File: config.mk
export PLATFORM = sky130hd
export DESIGN_NAME = uart_tx_ctrl_flat
export DESIGN_NICKNAME = d
export VERILOG_FILES = /design/src/rtl/uart_pkg.sv /design/src/rtl/uart_tx_ctrl_if.sv /design/src/rtl/uart_tx_ctrl_sync_fifo.sv /design/src/rtl/uart_tx_ctrl.sv /design/src/flat_wrapper.sv
export SDC_FILE = /design/constraint.sdc
export NUM_CORES = 1
export LEC_CHECK = 0
export BUFFER_PORTS_ARGS = -buffer_cell sky130_fd_sc_hd__buf_2
export CAP_MARGIN = 20
export CORE_MARGIN = 1.5
export CORE_UTILIZATION = 41
export CTS_CLUSTER_SIZE = 25
export DETAILED_ROUTE_END_ITERATION = 12
export GPL_ROUTABILITY_DRIVEN = 0
export PLACE_DENSITY = 0.71
export SETUP_SLACK_MARGIN = 0.05
export SYNTH_ARGS = -nofsm -noshare
export SYNTH_HDL_FRONTEND = slang
export SYNTH_SLANG_ARGS = --single-unit
export TNS_END_PERCENT = 20
File: constraint.sdc
create_clock -name clk -period 8.4 [get_ports clk]
set_input_delay 1.68 -clock clk [delete_from_list [all_inputs] [get_ports clk]]
set_output_delay 1.68 -clock clk [all_outputs]
set_load 0.005 [all_outputs]
File: src/rtl/uart_pkg.sv
// Shared definitions for the UART transmit controller: register map,
// STATUS/CTRL bit positions, FSM state encoding and the busy-wait timeout.
package uart_pkg;

    // Register select values taken from addr[3:2]
    localparam logic [1:0] UART_REG_DATA   = 2'd0;
    localparam logic [1:0] UART_REG_STATUS = 2'd1;
    localparam logic [1:0] UART_REG_CTRL   = 2'd2;

    // STATUS bit positions
    localparam int STATUS_EMPTY_BIT  = 0;
    localparam int STATUS_FULL_BIT   = 1;
    localparam int STATUS_ACTIVE_BIT = 2;
    localparam int STATUS_OVF_BIT    = 3;
    localparam int STATUS_COUNT_LSB  = 8;

    // CTRL bit positions
    localparam int CTRL_ENABLE_BIT = 0;
    localparam int CTRL_FLUSH_BIT  = 1;
    localparam int CTRL_OVFCLR_BIT = 2;
    localparam int CTRL_IRQEN_BIT  = 3;

    typedef enum logic [1:0] {
        TX_IDLE      = 2'd0,
        TX_START     = 2'd1,
        TX_WAIT_BUSY = 2'd2,
        TX_WAIT_DONE = 2'd3
    } tx_state_e;

    // Cycles spent in WAIT_BUSY before giving up on the serialiser
    localparam int         BUSY_TIMEOUT  = 4;
    localparam logic [1:0] BUSY_TMR_LOAD = 2'(BUSY_TIMEOUT - 1);

endpackage

File: src/rtl/uart_tx_ctrl_if.sv
// CPU-side register bus of the UART transmit controller.
interface uart_tx_ctrl_if;
    logic        sel;
    logic        we;
    logic [3:0]  addr;
    logic [31:0] wdata;
    logic [31:0] rdata;

    modport master (output sel, output we, output addr, output wdata, input rdata);
    modport slave  (input sel, input we, input addr, input wdata, output rdata);
endinterface

File: src/rtl/uart_tx_ctrl_sync_fifo.sv
// Synchronous FIFO with circular pointers, flush and occupancy count.
// A push into a full FIFO is accepted only when a pop happens on the same edge.
module sync_fifo #(
    parameter int  WIDTH = 8,
    parameter int  DEPTH = 16,
    localparam int PTR_W = $clog2(DEPTH),
    localparam int CNT_W = PTR_W + 1
) (
    input  logic             clk,
    input  logic             rst,
    input  logic             push,
    input  logic             pop,
    input  logic             flush,
    input  logic [WIDTH-1:0] wr_data,
    output logic [WIDTH-1:0] rd_data,
    output logic             full,
    output logic             empty,
    output logic [CNT_W-1:0] count
);
    logic [WIDTH-1:0] mem_q [DEPTH];
    logic [PTR_W-1:0] wr_ptr_q, wr_ptr_d;
    logic [PTR_W-1:0] rd_ptr_q, rd_ptr_d;
    logic [CNT_W-1:0] count_q, count_d;
    logic             do_push;
    logic             do_pop;

    assign full    = (count_q == CNT_W'(DEPTH));
    assign empty   = (count_q == '0);
    assign do_pop  = pop & ~empty;
    assign do_push = push & (~full | do_pop);
    assign rd_data = mem_q[rd_ptr_q];
    assign count   = count_q;

    // Next pointer/count; flush wins over any push or pop on the same edge
    always_comb begin
        wr_ptr_d = wr_ptr_q;
        rd_ptr_d = rd_ptr_q;
        count_d  = count_q;
        if (flush) begin
            wr_ptr_d = '0;
            rd_ptr_d = '0;
            count_d  = '0;
        end else begin
            if (do_push) wr_ptr_d = wr_ptr_q + PTR_W'(1);
            if (do_pop)  rd_ptr_d = rd_ptr_q + PTR_W'(1);
            case ({do_push, do_pop})
                2'b10:   count_d = count_q + CNT_W'(1);
                2'b01:   count_d = count_q - CNT_W'(1);
                default: count_d = count_q;
            endcase
        end
    end

    // Pointer and count registers
    always_ff @(posedge clk) begin
        if (rst) begin
            wr_ptr_q <= '0;
            rd_ptr_q <= '0;
            count_q  <= '0;
        end else begin
            wr_ptr_q <= wr_ptr_d;
            rd_ptr_q <= rd_ptr_d;
            count_q  <= count_d;
        end
    end

    // Storage write; contents need no reset since empty gates every read
    always_ff @(posedge clk) begin
        if (do_push && !flush) mem_q[wr_ptr_q] <= wr_data;
    end
endmodule

File: src/rtl/uart_tx_ctrl.sv
// Memory-mapped transmit controller feeding a uart_tx byte serialiser.
// CPU bytes are queued in a FIFO; the FSM launches one frame per byte
// through the start/busy handshake.
// Optional build macro: UART_TX_IRQ_EN adds the irq output and CTRL.irq_en.
//
// state        | meaning
// TX_IDLE      | waiting for enable and a queued byte
// TX_START     | utx_start high for this single cycle
// TX_WAIT_BUSY | waiting for the serialiser to report busy (bounded)
// TX_WAIT_DONE | frame in flight, waiting for busy to drop
module uart_tx_ctrl
    import uart_pkg::*;
#(
    parameter int FIFO_DEPTH = 16
) (
    input  logic           clk,
    input  logic           rst,
    uart_tx_ctrl_if.slave  bus,
    output logic           utx_start,
    output logic [7:0]     utx_data,
    input  logic           utx_busy
`ifdef UART_TX_IRQ_EN
    ,
    output logic           irq
`endif
);
    localparam int CNT_W = $clog2(FIFO_DEPTH) + 1;

    tx_state_e        state_q;
    logic             utx_start_q;
    logic [7:0]       utx_data_q;
    logic [1:0]       tmr_q;
    logic             enable_q, enable_d;
    logic             overflow_q, overflow_d;
    logic             irq_en_bit;

    logic [1:0]       reg_idx;
    logic             wr_en, data_wr, ctrl_wr, flush, ovf_clr, ovf_set;
    logic             fifo_pop, fifo_full, fifo_empty;
    logic [7:0]       fifo_rd_data;
    logic [CNT_W-1:0] fifo_count;
    logic             unused_bus;

    assign reg_idx = bus.addr[3:2];
    assign wr_en   = bus.sel & bus.we;
    assign data_wr = wr_en & (reg_idx == UART_REG_DATA);
    assign ctrl_wr = wr_en & (reg_idx == UART_REG_CTRL);
    assign flush   = ctrl_wr & bus.wdata[CTRL_FLUSH_BIT];
    assign ovf_clr = ctrl_wr & bus.wdata[CTRL_OVFCLR_BIT];
    // A flush discards the head too, so the FSM does not pop on that edge
    assign fifo_pop = (state_q == TX_IDLE) & enable_q & ~fifo_empty & ~flush;
    assign ovf_set  = data_wr & fifo_full & ~fifo_pop & ~flush;
    assign unused_bus = ^{bus.addr[1:0], bus.wdata};

    sync_fifo #(.WIDTH(8), .DEPTH(FIFO_DEPTH)) u_fifo (
        .clk     (clk),
        .rst     (rst),
        .push    (data_wr),
        .pop     (fifo_pop),
        .flush   (flush),
        .wr_data (bus.wdata[7:0]),
        .rd_data (fifo_rd_data),
        .full    (fifo_full),
        .empty   (fifo_empty),
        .count   (fifo_count)
    );

    // CTRL/STATUS register next values; a new overflow beats a same-edge clear
    always_comb begin
        enable_d   = enable_q;
        overflow_d = overflow_q;
        if (ctrl_wr) enable_d = bus.wdata[CTRL_ENABLE_BIT];
        if (ovf_set)      overflow_d = 1'b1;
        else if (ovf_clr) overflow_d = 1'b0;
    end

    // Control register flops
    always_ff @(posedge clk) begin
        if (rst) begin
            enable_q   <= 1'b1;
            overflow_q <= 1'b0;
        end else begin
            enable_q   <= enable_d;
            overflow_q <= overflow_d;
        end
    end

    // Frame sequencer with registered start/data outputs
    always_ff @(posedge clk) begin
        if (rst) begin
            state_q     <= TX_IDLE;
            utx_start_q <= 1'b0;
            utx_data_q  <= '0;
            tmr_q       <= '0;
        end else begin
            utx_start_q <= 1'b0;
            case (state_q)
                TX_IDLE: begin
                    if (fifo_pop) begin
                        utx_data_q  <= fifo_rd_data;
                        utx_start_q <= 1'b1;
                        state_q     <= TX_START;
                    end
                end
                TX_START: begin
                    tmr_q   <= BUSY_TMR_LOAD;
                    state_q <= TX_WAIT_BUSY;
                end
                TX_WAIT_BUSY: begin
                    if (utx_busy)           state_q <= TX_WAIT_DONE;
                    else if (tmr_q == 2'd0) state_q <= TX_IDLE;
                    else                    tmr_q   <= tmr_q - 2'd1;
                end
                TX_WAIT_DONE: begin
                    if (!utx_busy) state_q <= TX_IDLE;
                end
                default: state_q <= TX_IDLE;
            endcase
        end
    end

    assign utx_start = utx_start_q;
    assign utx_data  = utx_data_q;

`ifdef UART_TX_IRQ_EN
    logic irq_en_q, irq_en_d;
    logic irq_q;

    // irq_en follows CTRL writes
    always_comb begin
        irq_en_d = irq_en_q;
        if (ctrl_wr) irq_en_d = bus.wdata[CTRL_IRQEN_BIT];
    end

    // Level interrupt: queue drained and sequencer idle
    always_ff @(posedge clk) begin
        if (rst) begin
            irq_en_q <= 1'b0;
            irq_q    <= 1'b0;
        end else begin
            irq_en_q <= irq_en_d;
            irq_q    <= irq_en_q & fifo_empty & (state_q == TX_IDLE);
        end
    end

    assign irq        = irq_q;
    assign irq_en_bit = irq_en_q;
`else
    assign irq_en_bit = 1'b0;
`endif

    // Read mux, combinational and side-effect free
    always_comb begin
        bus.rdata = '0;
        if (bus.sel) begin
            case (reg_idx)
                UART_REG_STATUS: begin
                    bus.rdata[STATUS_EMPTY_BIT]          = fifo_empty;
                    bus.rdata[STATUS_FULL_BIT]           = fifo_full;
                    bus.rdata[STATUS_ACTIVE_BIT]         = (state_q != TX_IDLE);
                    bus.rdata[STATUS_OVF_BIT]            = overflow_q;
                    bus.rdata[STATUS_COUNT_LSB +: 8]     = 8'(fifo_count);
                end
                UART_REG_CTRL: begin
                    bus.rdata[CTRL_ENABLE_BIT] = enable_q;
                    bus.rdata[CTRL_IRQEN_BIT]  = irq_en_bit;
                end
                default: bus.rdata = '0;
            endcase
        end
    end
endmodule

File: src/flat_wrapper.sv
// flat-port wrapper written by rule: the top's interface ports become plain ports
module uart_tx_ctrl_flat import uart_pkg::*;
#(
    parameter int FIFO_DEPTH = 16
)
  (clk, rst, utx_start, utx_data, utx_busy, bus_sel, bus_we, bus_addr, bus_wdata, bus_rdata);
  uart_tx_ctrl_if bus_i ();
  input  logic clk;
  input  logic rst;
  output logic utx_start;
  output logic [7:0] utx_data;
  input  logic utx_busy;
  input wire logic [$bits(bus_i.sel)-1:0] bus_sel;
  input wire logic [$bits(bus_i.we)-1:0] bus_we;
  input wire logic [$bits(bus_i.addr)-1:0] bus_addr;
  input wire logic [$bits(bus_i.wdata)-1:0] bus_wdata;
  output wire logic [$bits(bus_i.rdata)-1:0] bus_rdata;
  assign bus_i.sel = bus_sel;
  assign bus_i.we = bus_we;
  assign bus_i.addr = bus_addr;
  assign bus_i.wdata = bus_wdata;
  assign bus_rdata = bus_i.rdata;
  uart_tx_ctrl #(.FIFO_DEPTH(FIFO_DEPTH)) u_core (.clk(clk), .rst(rst), .bus(bus_i), .utx_start(utx_start), .utx_data(utx_data), .utx_busy(utx_busy));
endmodule
; ---- Yosys cells after proc, flatten, opt, wreduce, memory -nomap -nowiden
; Memories as Yosys holds them, arrays and structs flattened. A register that Yosys moved wholly into a read port is not among the register bits.
; Index checks and enable logic that the tools add are counted.
[word_totals]
out_inout_bits = 41
mem_bits_rw = 128
reg_bits = 20
input_bits = 41
wordCells = 80
n_memories = 1
[op_classes]
n_bitwise = 19
n_addsub = 5
n_reduce_logical = 15
n_mux = 19
n_eq_ne = 13
[memory_table]
columns = memory, depth, word_bits, read_ports, rd_clocked_by_memory_dff, wr, line
row1 = u_core.u_fifo.mem_q, 16, 8, 1, 1, 1, uart_tx_ctrl_sync_fifo.sv:20  ; logic [WIDTH-1:0] mem_q [DEPTH];
[op_table]
columns = operator, n
row1 = $mux 16, 1
row2 = $mux 2, 7
row3 = $and 1x1->1, 13
row4 = $pmux 5 s2, 1
row5 = $add 4x1->4 const B, 2
row6 = $eq 2x2->1 const B, 4
row7 = $pmux 2 s4, 1
row8 = $reduce_bool 2->1, 4
row9 = $eq 2x1->1 const B, 3
row10 = $logic_not 2->1, 3
row11 = $mux 1, 6
row12 = $ne 2x2->1 const B, 3
row13 = $reduce_and 3->1, 2
row14 = $add 5x1->5 const B, 1
row15 = $eq 5x5->1 const B, 1
row16 = $logic_not 5->1, 1
row17 = $mux 5, 1
row18 = $not 1->1, 5
row19 = $sub 5x1->5 const B, 1
row20 = $pmux 2 s2, 1
row21 = $reduce_or 2->1, 2
row22 = $ne 3x2->1 const B, 1
row23 = $ne 2x1->1 const B, 1
row24 = $pmux 1 s2, 1
row25 = 5 further kinds, 5

; ---- Logic depth before layout (Yosys ltp)
[logic_depth]
depth_word = 11
ltp_mapped = 13

; ---- Modules after synthesis
; From an unflattened synthesis, not the netlist that was laid out.
[unflattened]
cells_unflattened = 459
hier_area_um2 = 6880.3
[by_module_without_submodules]
columns = mod, area_each_um2, n_inst, seq_area_each_um2, cells_per_inst
row1 = sync_fifo, 5884.4, 1, 4184.0, 334
row2 = uart_tx_ctrl, 996.0, 1, 300.3, 125

; ---- Worst setup path before layout
; OpenSTA, ideal clock, no wires.
[synth_path]
kind = input port to flip-flop
start = input port bus_addr[2]
end = register u_core.u_fifo.count_q[4] (netlist: u_core.u_fifo.count[4])
path_stages = 13
n_path_buf = 1
arrival_time_ns = 3.936
setup_ns = 0.070
setup_slack_ns = 4.395
cell_sequence = inv_1 ha_1 nand4_1 o2111a_2 buf_2 ha_1 inv_1 fa_1 nor2b_1 o21ai_0 nor4b_1 or3_1 a21oi_1
[synth_via]
elab_chain_len = 10
[synth_lines]
columns = element, line
row1 = start: declaration, flat_wrapper.sv:15  ; input wire logic [$bits(bus_i.addr)-1:0] bus_addr;
row2 = $eq 2x2->1 *, uart_tx_ctrl.sv:47  ; assign ctrl_wr = wr_en & (reg_idx == UART_REG_CTRL);
row3 = $and 1x1->1 *, uart_tx_ctrl.sv:47
row4 = $and 1x1->1 *, uart_tx_ctrl.sv:48  ; assign flush = ctrl_wr & bus.wdata[CTRL_FLUSH_BIT];
row5 = $not 1->1 *, uart_tx_ctrl.sv:51  ; assign fifo_pop = (state_q == TX_IDLE) & enable_q & ~fifo_empty & ~flush;
row6 = $and 1x1->1 *, uart_tx_ctrl.sv:51
row7 = $and 1x1->1 *, uart_tx_ctrl_sync_fifo.sv:29  ; assign do_pop = pop & ~empty;
row8 = via u_core.u_fifo.do_pop, uart_tx_ctrl_sync_fifo.sv:25  ; logic do_pop;
row9 = $or 1x1->1, uart_tx_ctrl_sync_fifo.sv:30  ; assign do_push = push & (~full | do_pop);
row10 = $and 1x1->1, uart_tx_ctrl_sync_fifo.sv:30
row11 = $eq 2x1->1 or $eq 2x2->1 (tied branches), uart_tx_ctrl_sync_fifo.sv:46  ; case ({do_push, do_pop})
row12 = $pmux 5 s2 or $reduce_bool 2->1 (tied branches), --
row13 = end signal: assignment, uart_tx_ctrl_sync_fifo.sv:63  ; count_q <= count_d;
row14 = end: declaration, uart_tx_ctrl_sync_fifo.sv:23  ; logic [CNT_W-1:0] count_q, count_d;
; The timed path passes the listed nets; every way through them passes the cells marked *.
; A chain may end at the register's enable or synchronous reset.

; ---- Worst setup path after layout
[layout_path]
start = input port bus_addr[3]
end = output port bus_rdata[1]
[layout_via]
elab_chain_len = 3
[layout_lines]
columns = element, line
row1 = $eq 2x1->1, uart_tx_ctrl.sv:156  ; case (reg_idx)
row2 = $mux 2, uart_tx_ctrl.sv:156
row3 = $mux 16, uart_tx_ctrl.sv:155  ; if (bus.sel) begin
row4 = end: declaration, flat_wrapper.sv:17  ; output wire logic [$bits(bus_i.rdata)-1:0] bus_rdata;
; Every way passes these cells.

==> qor.yml <==
routing:
  drt_pass1_iterations: 5
  dr_total_vias: 3688
  drt_iter0_drc: 284
  via_per_inst: 5.26
  post-route-drc-count: 0
  routed_wirelength_mm: 12.7
  postRouteAntennaNets: 0
  wl_per_cell_um: 18.1
synthesis:
  netlist.area_leader.share_pct: 58.8
  synth_ff_type: "edfxtp_1"
  yosysTopAreaCell: "edfxtp_1"
  ys_top_cells_by_area: "edfxtp_1 59%, dfxtp_1 8.6%, mux4_2 5.5%, mux2i_1 5.4%, nor2_1 3.2%"
  avgSynthCellArea_um2: 14.7
  synthTopCellsByCount: "128 x edfxtp_1, 55 x nor2_1, 35 x mux2i_1"
  synth_edf_count: 128
  syn_area_um2: 6540
  synth.distinct_cells: 43
  yosysSeqAreaShare_pct: 67.4
  async_flop_share_pct: 0
  synth.most_common_cell: "edfxtp_1"
  ys_seq_elements: 156
  synthCells: 444
  ys.warnings.count: 0
final_layout:
  layout-area-overhead-vs-synth_pct: 12.9
  nNetsFinal: 533
  drive_gt1_share_pct: 17.1
  diodes: 0
  nFillCells: 1332
power:
  powerDensity_nw_per_um2: 280
  p_leak_nw: 2.47
  vdd_drop_max_mv: 0.206
global_route:
  grt_pass1_wl_mm: 19.6
  first_global_vias: 3665
  grt_max_degree: 51
  overflow: 0
  grt_usage_pct: 16.4
  antenna_found_initial: 0
floorplan:
  start_util_pct: 42.5
  fp.dieW_um: 129
  chipHeight_um: 129
  die_area_um2: 16700
  num_rows: 45
  ioPinCount: 82
  coreArea_um2: 15400
sta:
  slew_headroom_pct: 38.5
  setup-tns-final_ns: 0
  fin_skew_ns: 0.00663
  tightest_slew_ns: 0.919
  min_period_over_period_pct: 50.4
  timing.fmax_mhz: 236
  drv_slew: 0
  setup_violations: 0
  hold_violations: 0
  hold_ws_ns: 0.518
  period_minus_slack_ns: 4.24
  rsz0062_at_grt: "no"
worst_setup_path:
  end_kind: "output port"
  critPathTopFamily: "buffers and inverters"
  cp_max_fo: 5
  critical_path_class: "input port to output port"
  cpMostUsedCell: "buf_2"
  cp_num_buf_inv: 3
  cp.required_ns: 6.72
  slowest_delay_ns: 0.23
  crit_chain: "buf_2 -> inv_1 -> ha_1 -> nand2_1 -> nor3_1 -> buf_2"
  arrival_ns: 2.56
  ff2ff_setup_slack_ns: 5.22
  critPathSlowestCell: "ha_1"
  critPathLaunchType: "input port"
clock_tree:
  insertion_delay_ns: 0.42
  cts_hold_buf: 0
  h-tree-depth: 4
  cts_setup_buffers: 0
  cts_resized: 0
  cts_tree: "yes"
  ctsLongestPathBuffers: 2
  cts_made_buffers: 17
  cts.clk_slew.worst_paths_ns: 0.05
  cts_sinks: 156
  cts_root_buf: "clkbuf_16"
min_path:
  hp-class: "flip-flop to flip-flop"
run_status:
  outcome: "finished, final reports clean"
placed_design:
  hpwl_mm: 7.99
  portBuffers: 32
job:
  max_cap_viol_count: 0
layout by cell type (no fill, tap or decap), types with 8 or more instances in the layout:
cell type | synthesis | final
nor2_1 | 55 | 55
mux4_2 | 16 | 16
a22oi_1 | 8 | 8
clkbuf_16 | 0 | 17
mux2i_1 | 35 | 35
ha_1 | 13 | 13
o22ai_1 | 18 | 18
buf_2 | 8 | 32
dfxtp_1 | 28 | 27
nand2_1 | 12 | 12
conb_1 | 1 | 23
a311oi_1 | 8 | 8
edfxtp_1 | 128 | 128
inv_1 | 11 | 11
power breakdown:
part | leakage (nW) | internal, mW | total (mW) | switching, mW
Sequential | 1.38 | 0.875 | 0.912 | 0.0371
Combinational | 0.816 | 0.181 | 0.428 | 0.246
Clock | 0.270 | 0.435 | 0.725 | 0.291
layer usage:
layer	vias to the layer above	share of wire [%]	GRT usage, %
met5	-	0	0
met2	134	50	28.1
li1	1705	-	-
met1	1834	42	20.1
met3	15	6.8	4.54
met4	0	1.2	5.42
kinds of logic after synthesis:
group | Yosys count | synth area share, %
AO/OA/AOI/OAI | 53 | 5.70
adder cells (fa/ha/maj) | 14 | 2.79
flip-flops | 156 | 67.4
AND/OR/NAND/NOR | 105 | 7.43
multiplexers | 51 | 10.9
other | 1 | 0.0574
buffers and inverters | 56 | 4.69
XOR/XNOR | 8 | 1.07
tightest hold or removal path: cells and delay by family, from the launching register on:
family           cells  cell delay (ns)
AND/OR/NAND/NOR      1             0.10
AO/OA/AOI/OAI        1             0.05
flip-flops           1             0.32
final timing paths:
path | start | endpoint | cells after the start
hold / removal | u_core.utx_data[7]$_SDFFE_PP0P_ | u_core.utx_data[7]$_SDFFE_PP0P_ | 2
setup reg to reg | u_core.u_fifo.count[0]$_SDFFE_PP0P_ | u_core.u_fifo.count[4]$_SDFFE_PP0P_ | 11
hold reg to reg | u_core.utx_data[7]$_SDFFE_PP0P_ | u_core.utx_data[7]$_SDFFE_PP0P_ | 2
setup / recovery | bus_addr[3] | bus_rdata[1] | 6
stage by stage:
step	cell area [um2]	util, %	instances	setup WS, ns	total power [mW]
2_1_floorplan	6620	-	466	4.39	1.24
3_3_place_gp	6820	44.4	670	3.96	1.33
3_5_place_dp	6820	44.4	670	3.79	1.35
4_1_cts	7380	48.0	701	4.15	2.08
5_1_grt	7380	48.0	701	3.99	2.16
6_report	7380	48.0	701	4.16	2.07
registers in the layout, indices dropped and copies added (netlist names), 2 cells and up:
name / count
u_core.state_q: 2
u_core.u_fifo.rd_ptr_q: 4
u_core.u_fifo.count: 5
u_core.utx_data: 8
u_core.u_fifo.wr_ptr_q: 4
u_core.tmr_q: 2
u_core.u_fifo.mem_q: 128
area by class of cell:
class | count | area [um2] | area share [%]
clock buffers | 20 | 437 | 5.92
clock inverters | 11 | 120 | 1.63
repair buffers | 38 | 205 | 2.78
well taps | 211 | 264 | 3.58
inverters | 11 | 41.3 | 0.559
multi-input cells | 254 | 1910 | 25.9
flip-flops and latches | 156 | 4410 | 59.7
Note: power is estimated with default switching activity, not from simulation.
